<file path="src/rtl/rr_mux_select.sv">
// rr_mux_select: round-robin select sequencer for the 4-to-1 mux datapath.
// Grants one requesting channel at a time, keeps the grant for at least MIN_HOLD
// cycles, then rotates the search start past the channel that just finished.
//
// Ports:
//   clk    rising-edge clock
//   rst    synchronous active-high reset
//   req    per-channel level request, bit i = channel i wants the mux
//   ack    downstream consumed the mux output this cycle
//   sel    registered mux select, index of the granted channel
//   grant  one-hot of the granted channel, all zero when not valid
//   valid  sel/grant are live
//   abort  one-cycle pulse: grant withdrawn because req[sel] dropped
module rr_mux_select #(
  parameter int unsigned NUM_CH   = 4,
  parameter int unsigned MIN_HOLD = 1
) (
  input  logic                      clk,
  input  logic                      rst,
  input  logic [NUM_CH-1:0]         req,
  input  logic                      ack,
  output logic [$clog2(NUM_CH)-1:0] sel,
  output logic [NUM_CH-1:0]         grant,
  output logic                      valid,
  output logic                      abort
);

  localparam int unsigned SelW = $clog2(NUM_CH);
  localparam int unsigned CntW = $clog2(MIN_HOLD + 1);
  localparam logic [CntW-1:0] CntMax = CntW'(MIN_HOLD - 1);

  typedef enum logic [0:0] {StIdle, StGrant} state_e;

  state_e              state_q, state_d;
  logic [SelW-1:0]     ptr_q, ptr_d;
  logic [CntW-1:0]     cnt_q, cnt_d;
  logic [SelW-1:0]     sel_q, sel_d;
  logic [NUM_CH-1:0]   grant_q, grant_d;
  logic                valid_q, valid_d;
  logic                abort_q, abort_d;

  // Returns {found, index}: first set bit of r searching upward from start, wrapping.
  function automatic logic [SelW:0] pick(input logic [NUM_CH-1:0] r,
                                         input logic [SelW-1:0] start);
    logic [SelW-1:0] idx;
    pick = '0;
    // Walk from the far end so the closest candidate to start is written last.
    for (int i = NUM_CH - 1; i >= 0; i--) begin
      idx = start + SelW'(i);
      if (r[idx]) pick = {1'b1, idx};
    end
  endfunction

  logic [SelW:0]   arb_idle, arb_next;
  logic [SelW-1:0] sel_inc;
  logic            accept, rel_now;

  always_comb begin
    sel_inc  = sel_q + SelW'(1);
    arb_idle = pick(req, ptr_q);
    // Re-arbitration after a release never hands the same channel back immediately.
    arb_next = pick(req & ~(NUM_CH'(1) << sel_q), sel_inc);
    accept   = ack && (cnt_q == CntMax);
    rel_now  = accept || !req[sel_q];

    state_d = state_q;
    ptr_d   = ptr_q;
    cnt_d   = cnt_q;
    sel_d   = sel_q;
    abort_d = 1'b0;

    unique case (state_q)
      StIdle: begin
        cnt_d = '0;
        if (arb_idle[SelW]) begin
          state_d = StGrant;
          sel_d   = arb_idle[SelW-1:0];
        end
      end
      StGrant: begin
        if (rel_now) begin
          ptr_d   = sel_inc;
          // A drop coinciding with an accepted ack is a normal completion.
          abort_d = !accept;
          cnt_d   = '0;
          if (arb_next[SelW]) begin
            sel_d = arb_next[SelW-1:0];
          end else begin
            state_d = StIdle;
          end
        end else if (cnt_q != CntMax) begin
          cnt_d = cnt_q + CntW'(1);
        end
      end
      default: state_d = StIdle;
    endcase

    valid_d = (state_d == StGrant);
    grant_d = valid_d ? (NUM_CH'(1) << sel_d) : '0;
  end

  always_ff @(posedge clk) begin
    if (rst) begin
      state_q <= StIdle;
      ptr_q   <= '0;
      cnt_q   <= '0;
      sel_q   <= '0;
      grant_q <= '0;
      valid_q <= 1'b0;
      abort_q <= 1'b0;
    end else begin
      state_q <= state_d;
      ptr_q   <= ptr_d;
      cnt_q   <= cnt_d;
      sel_q   <= sel_d;
      grant_q <= grant_d;
      valid_q <= valid_d;
      abort_q <= abort_d;
    end
  end

  assign sel   = sel_q;
  assign grant = grant_q;
  assign valid = valid_q;
  assign abort = abort_q;

endmodule

</file>
<file path="config.mk">
export PLATFORM = sky130hd
export DESIGN_NAME = rr_mux_select
export DESIGN_NICKNAME = d
export VERILOG_FILES = /design/src/rtl/rr_mux_select.sv
export SDC_FILE = /design/constraint.sdc
export NUM_CORES = 1
export LEC_CHECK = 0
export BUFFER_PORTS_ARGS = -buffer_cell sky130_fd_sc_hd__buf_2
export CORE_UTILIZATION = 55
export CTS_BUF_LIST = sky130_fd_sc_hd__clkbuf_2 sky130_fd_sc_hd__clkbuf_4 sky130_fd_sc_hd__clkbuf_8
export CTS_CLUSTER_DIAMETER = 50
export CTS_CLUSTER_SIZE = 12
export DETAILED_ROUTE_END_ITERATION = 8
export PLACE_DENSITY = 0.87
export SLEW_MARGIN = 5
export SYNTH_ARGS = -nofsm -noshare
export SYNTH_HDL_FRONTEND = slang
export SYNTH_SLANG_ARGS = --single-unit
</file>
<file path="constraint.sdc">
create_clock -name clk -period 2.9 [get_ports clk]
set_clock_uncertainty 0.15 [all_clocks]
set_input_delay 0.435 -clock clk [delete_from_list [all_inputs] [get_ports clk]]
set_output_delay 0.435 -clock clk [all_outputs]
set_load 0.01 [all_outputs]
</file>
==> summary.txt <==
Synthesis
  – Post-synth top area share: 27.54%
  – Post-synthesis sequential area ratio: 27.54%
  – Cells after Synth: 88
  – Synthesized area per cell: 8.261 um2
  – Synthesized Nets: 99
  – Top cell type by total area after synthesis: dfxtp_1
  – Number of synthesized register bits: 10
  – Synthesized area: 726.9 um2
  – Synth unique cells: 37
  – Synth top area cells: dfxtp_1 (28%), ha_1 (6.9%), nor2_1 (4.6%)
  – Warnings from Yosys: 0

Floorplanning
  – Die area: 0.001471 mm2
  – # IOs: 15
  – Die W: 38.36 um
  – Core ar.: 0.001171 mm2
  – DIE HEIGHT: 38.36 um
  – Initial Util: 62.07%
  – Rows: 12

Final layout
  – Sequential cell area: 200.2 um2
  – Filler cells: 100
  – Final core utilization: 72.44%
  – Antenna Cells: 0
  – Layout cells sized above 1: 24.76%
  – Nets@finish: 117
  – Multi-input gate area: 494.2 um2
  – Area growth, synth to finish: 16.70%

Power and ir drop
  – Power Total: 494.2 uW
  – Worst VDD drop: 0.0003692 V
  – Switching portion of total power: 36.90%
  – Pwr per Cell Area: 582.5 mW/mm2
  – LEAKAGE: 0.3858 nW
  – Pint: 311.8 uW
  – Share of power burned in registers: 34.2%
  – Switch Pwr: 182.3 uW
  – Clock Power Share: 26.4%
  – Gate power share: 39.4%

Detailed routing
  – DR DRC count: 0
  – Routed WL: 1.822 mm
  – Detailed router's first-iteration violation count: 35
  – DR pass1 iterations: 4
  – Post-DRT Antenna Nets: 0
  – Vias: 750
  – Vias/cell: 6.303
  – Avg WL per Cell: 15.31 um

Global route
  – Vias in the first global route: 652
  – Grt ovf: 0
  – Initial antenna violation count: 0
  – Pin count of the biggest net entering global routing: 17
  – Global-route wire length before repair: 2.980 mm
  – Global Route Usage Sum: 30.50%

Outcome
  – Status: completed

CTS
  – Post-cts sizing count: 0
  – CTS root buf: clkbuf_4
  – Clock buffers created by TritonCTS: 3
  – Postcts setup bufs: 0
  – Clk slew on worst S/H paths: 0.07 ns
  – H-tree Lvls: 1
  – Clock buffer depth: 2
  – Clock insertion delay at the later pin of the skew report: 0.27 ns
  – CTS tree: yes
  – Clk sinks: 10
  – Post-CTS Hold Fix Bufs: 0

Place
  – GP Congestion: 0.8278
  – DP Worst Slack: 0.2661 ns
  – HPWL Detailed: 1.387 mm
  – Port buffer count: 14

Timing
  – Actual slew at the worst max-slew pin: 0.4454 ns
  – Final hold vios: 0
  – RSZ-0062 raised after global routing: no
  – Fin Setup TNS: 0 ns
  – Setup WS post-layout: 0.1668 ns
  – Post-route minimum period: 2.733 ns
  – Max Freq: 365.9 MHz
  – Max Slew Vio Count: 0
  – Slew headroom: 70.03%
  – Final Cycle Share: 94.25%
  – Final setup vio count: 0
  – Hold WS: 0.1763 ns

Critical path
  – Critical Path RT: 2.94 ns
  – Worst Path Max Fanout: 7
  – Cells on worst reg2reg path: 9
  – Worst EP arrival: 2.77 ns
  – CP Capture Type: register
  – CP Launch Type: register
  – Reg-to-reg endpoint: grant[1]$_SDFF_PP0_
  – Worst R2R Start: sel[1]$_SDFF_PP0_
  – WS Path Type: reg -> reg
  – R2R setup slack: 0.17 ns

Hold path
  – Hold path cells: 2
  – Hold WC Path Type: in -> reg
  – Worst hold start: ack
  – Hold Crit Endpoint: abort$_SDFF_PP0_

Flow run
  – Max Cap Violations: 0
synth_stat cells, drive strengths merged:
cell	n
a21oi	7
a2111oi	1
a21boi	1
and4bb	1
and2b	1
o311ai	1
mux4	1
nor3	5
ha	4
a221oi	1
nand3b	2
or3b	1
o21ai	3
a211oi	2
and2	1
dfxtp	10
o31ai	1
nor2	9
o221ai	1
nor3b	1
o221a	1
o22ai	2
mux2	1
nor2b	3
inv	6
nand2	7
and3	2
nor4	1
mux2i	2
and4b	1
buf	2
nand3	1
a311o	2
nand2b	3
state kept, by name, indices dropped and copies added (netlist names):
signal,count
valid,1
grant,4
ptr_q,2
abort,1
sel,2
cell usage in the layout, fill, tap and decap left out, drive strengths merged, types with 2 or more instances in the layout:
| cell | n |
|---|---|
| dfxtp | 10 |
| nand2b | 3 |
| nor3 | 5 |
| clkbuf | 4 |
| o21ai | 3 |
| nand3b | 2 |
| nor2b | 3 |
| a211oi | 2 |
| mux2i | 2 |
| a21oi | 7 |
| and3 | 2 |
| nand2 | 7 |
| inv | 6 |
| o22ai | 2 |
| buf | 15 |
| nor2 | 9 |
| a311o | 2 |
| ha | 4 |
cells by family (layout without fill, tap and decap cells):
group / after synthesis / count (layout) / share of synthesized area (%)
AOI/OAI and AO/OA: 23 / 23 / 23.58
muxes: 4 / 4 / 7.918
and+or+nand+nor: 39 / 39 / 29.60
DFF: 10 / 10 / 27.54
buffers and inverters: 8 / 25 / 4.475
adders and majority gates: 4 / 4 / 6.885
routing by layer:
layer	track usage [%]	wire length, um
met1	39.43	834
met2	48.31	828
met3	8.721	132
met4	10.34	26
met5	0	0
power by group through the flow:
stage	clock network, mW	registers (mW)	logic [mW]
floorplan	0	0.178	0.128
global placement	0	0.171	0.184
detailed placement	0	0.171	0.191
CTS	0.132	0.169	0.192
global route	0.137	0.171	0.215
finish	0.130	0.169	0.195
cell type report:
class / count / area share, %
multi-input combinational: 70 / 58.26
sequential: 10 / 23.60
timing repair buffer: 15 / 9.145
clock buffer: 4 / 4.277
inverter: 6 / 2.655
tap: 14 / 2.065
worst max-delay path, stage by stage, from the launching register on:
cell and delay, ns:
dfxtp_1 0.48, inv_1 0.13, ha_1 0.46, nand2_1 0.08
o311ai_1 0.29, a21oi_1 0.16, a21oi_2 0.12, and4b_1 0.20
a311o_1 0.38, nor3_1 0.20
worst max-delay path by stage:
stage | from | end | slack (ns) | depth (start not counted)
6_report | sel[1]$_SDFF_PP0_ | grant[1]$_SDFF_PP0_ | 0.17 | 9
5_1_grt | sel[1]$_SDFF_PP0_ | grant[1]$_SDFF_PP0_ | 0.08 | 9
4_1_cts | sel[1]$_SDFF_PP0_ | grant[1]$_SDFF_PP0_ | 0.22 | 9
3_5_place_dp | sel[1]$_SDFF_PP0_ | grant[0]$_SDFF_PP0_ | 0.27 | 9
3_3_place_gp | sel[1]$_SDFF_PP0_ | grant[3]$_SDFF_PP0_ | 0.29 | 9
2_1_floorplan | sel[0]$_SDFF_PP0_ | grant[0]$_SDFF_PP0_ | 0.20 | 10
stage by stage:
step	area [um2]	cells
6_report	848.3	119
5_1_grt	848.3	119
4_1_cts	848.3	119
3_5_place_dp	812.0	115
3_3_place_gp	812.0	115
2_1_floorplan	726.9	88
No activity file was read; power rests on OpenSTA's default activity.
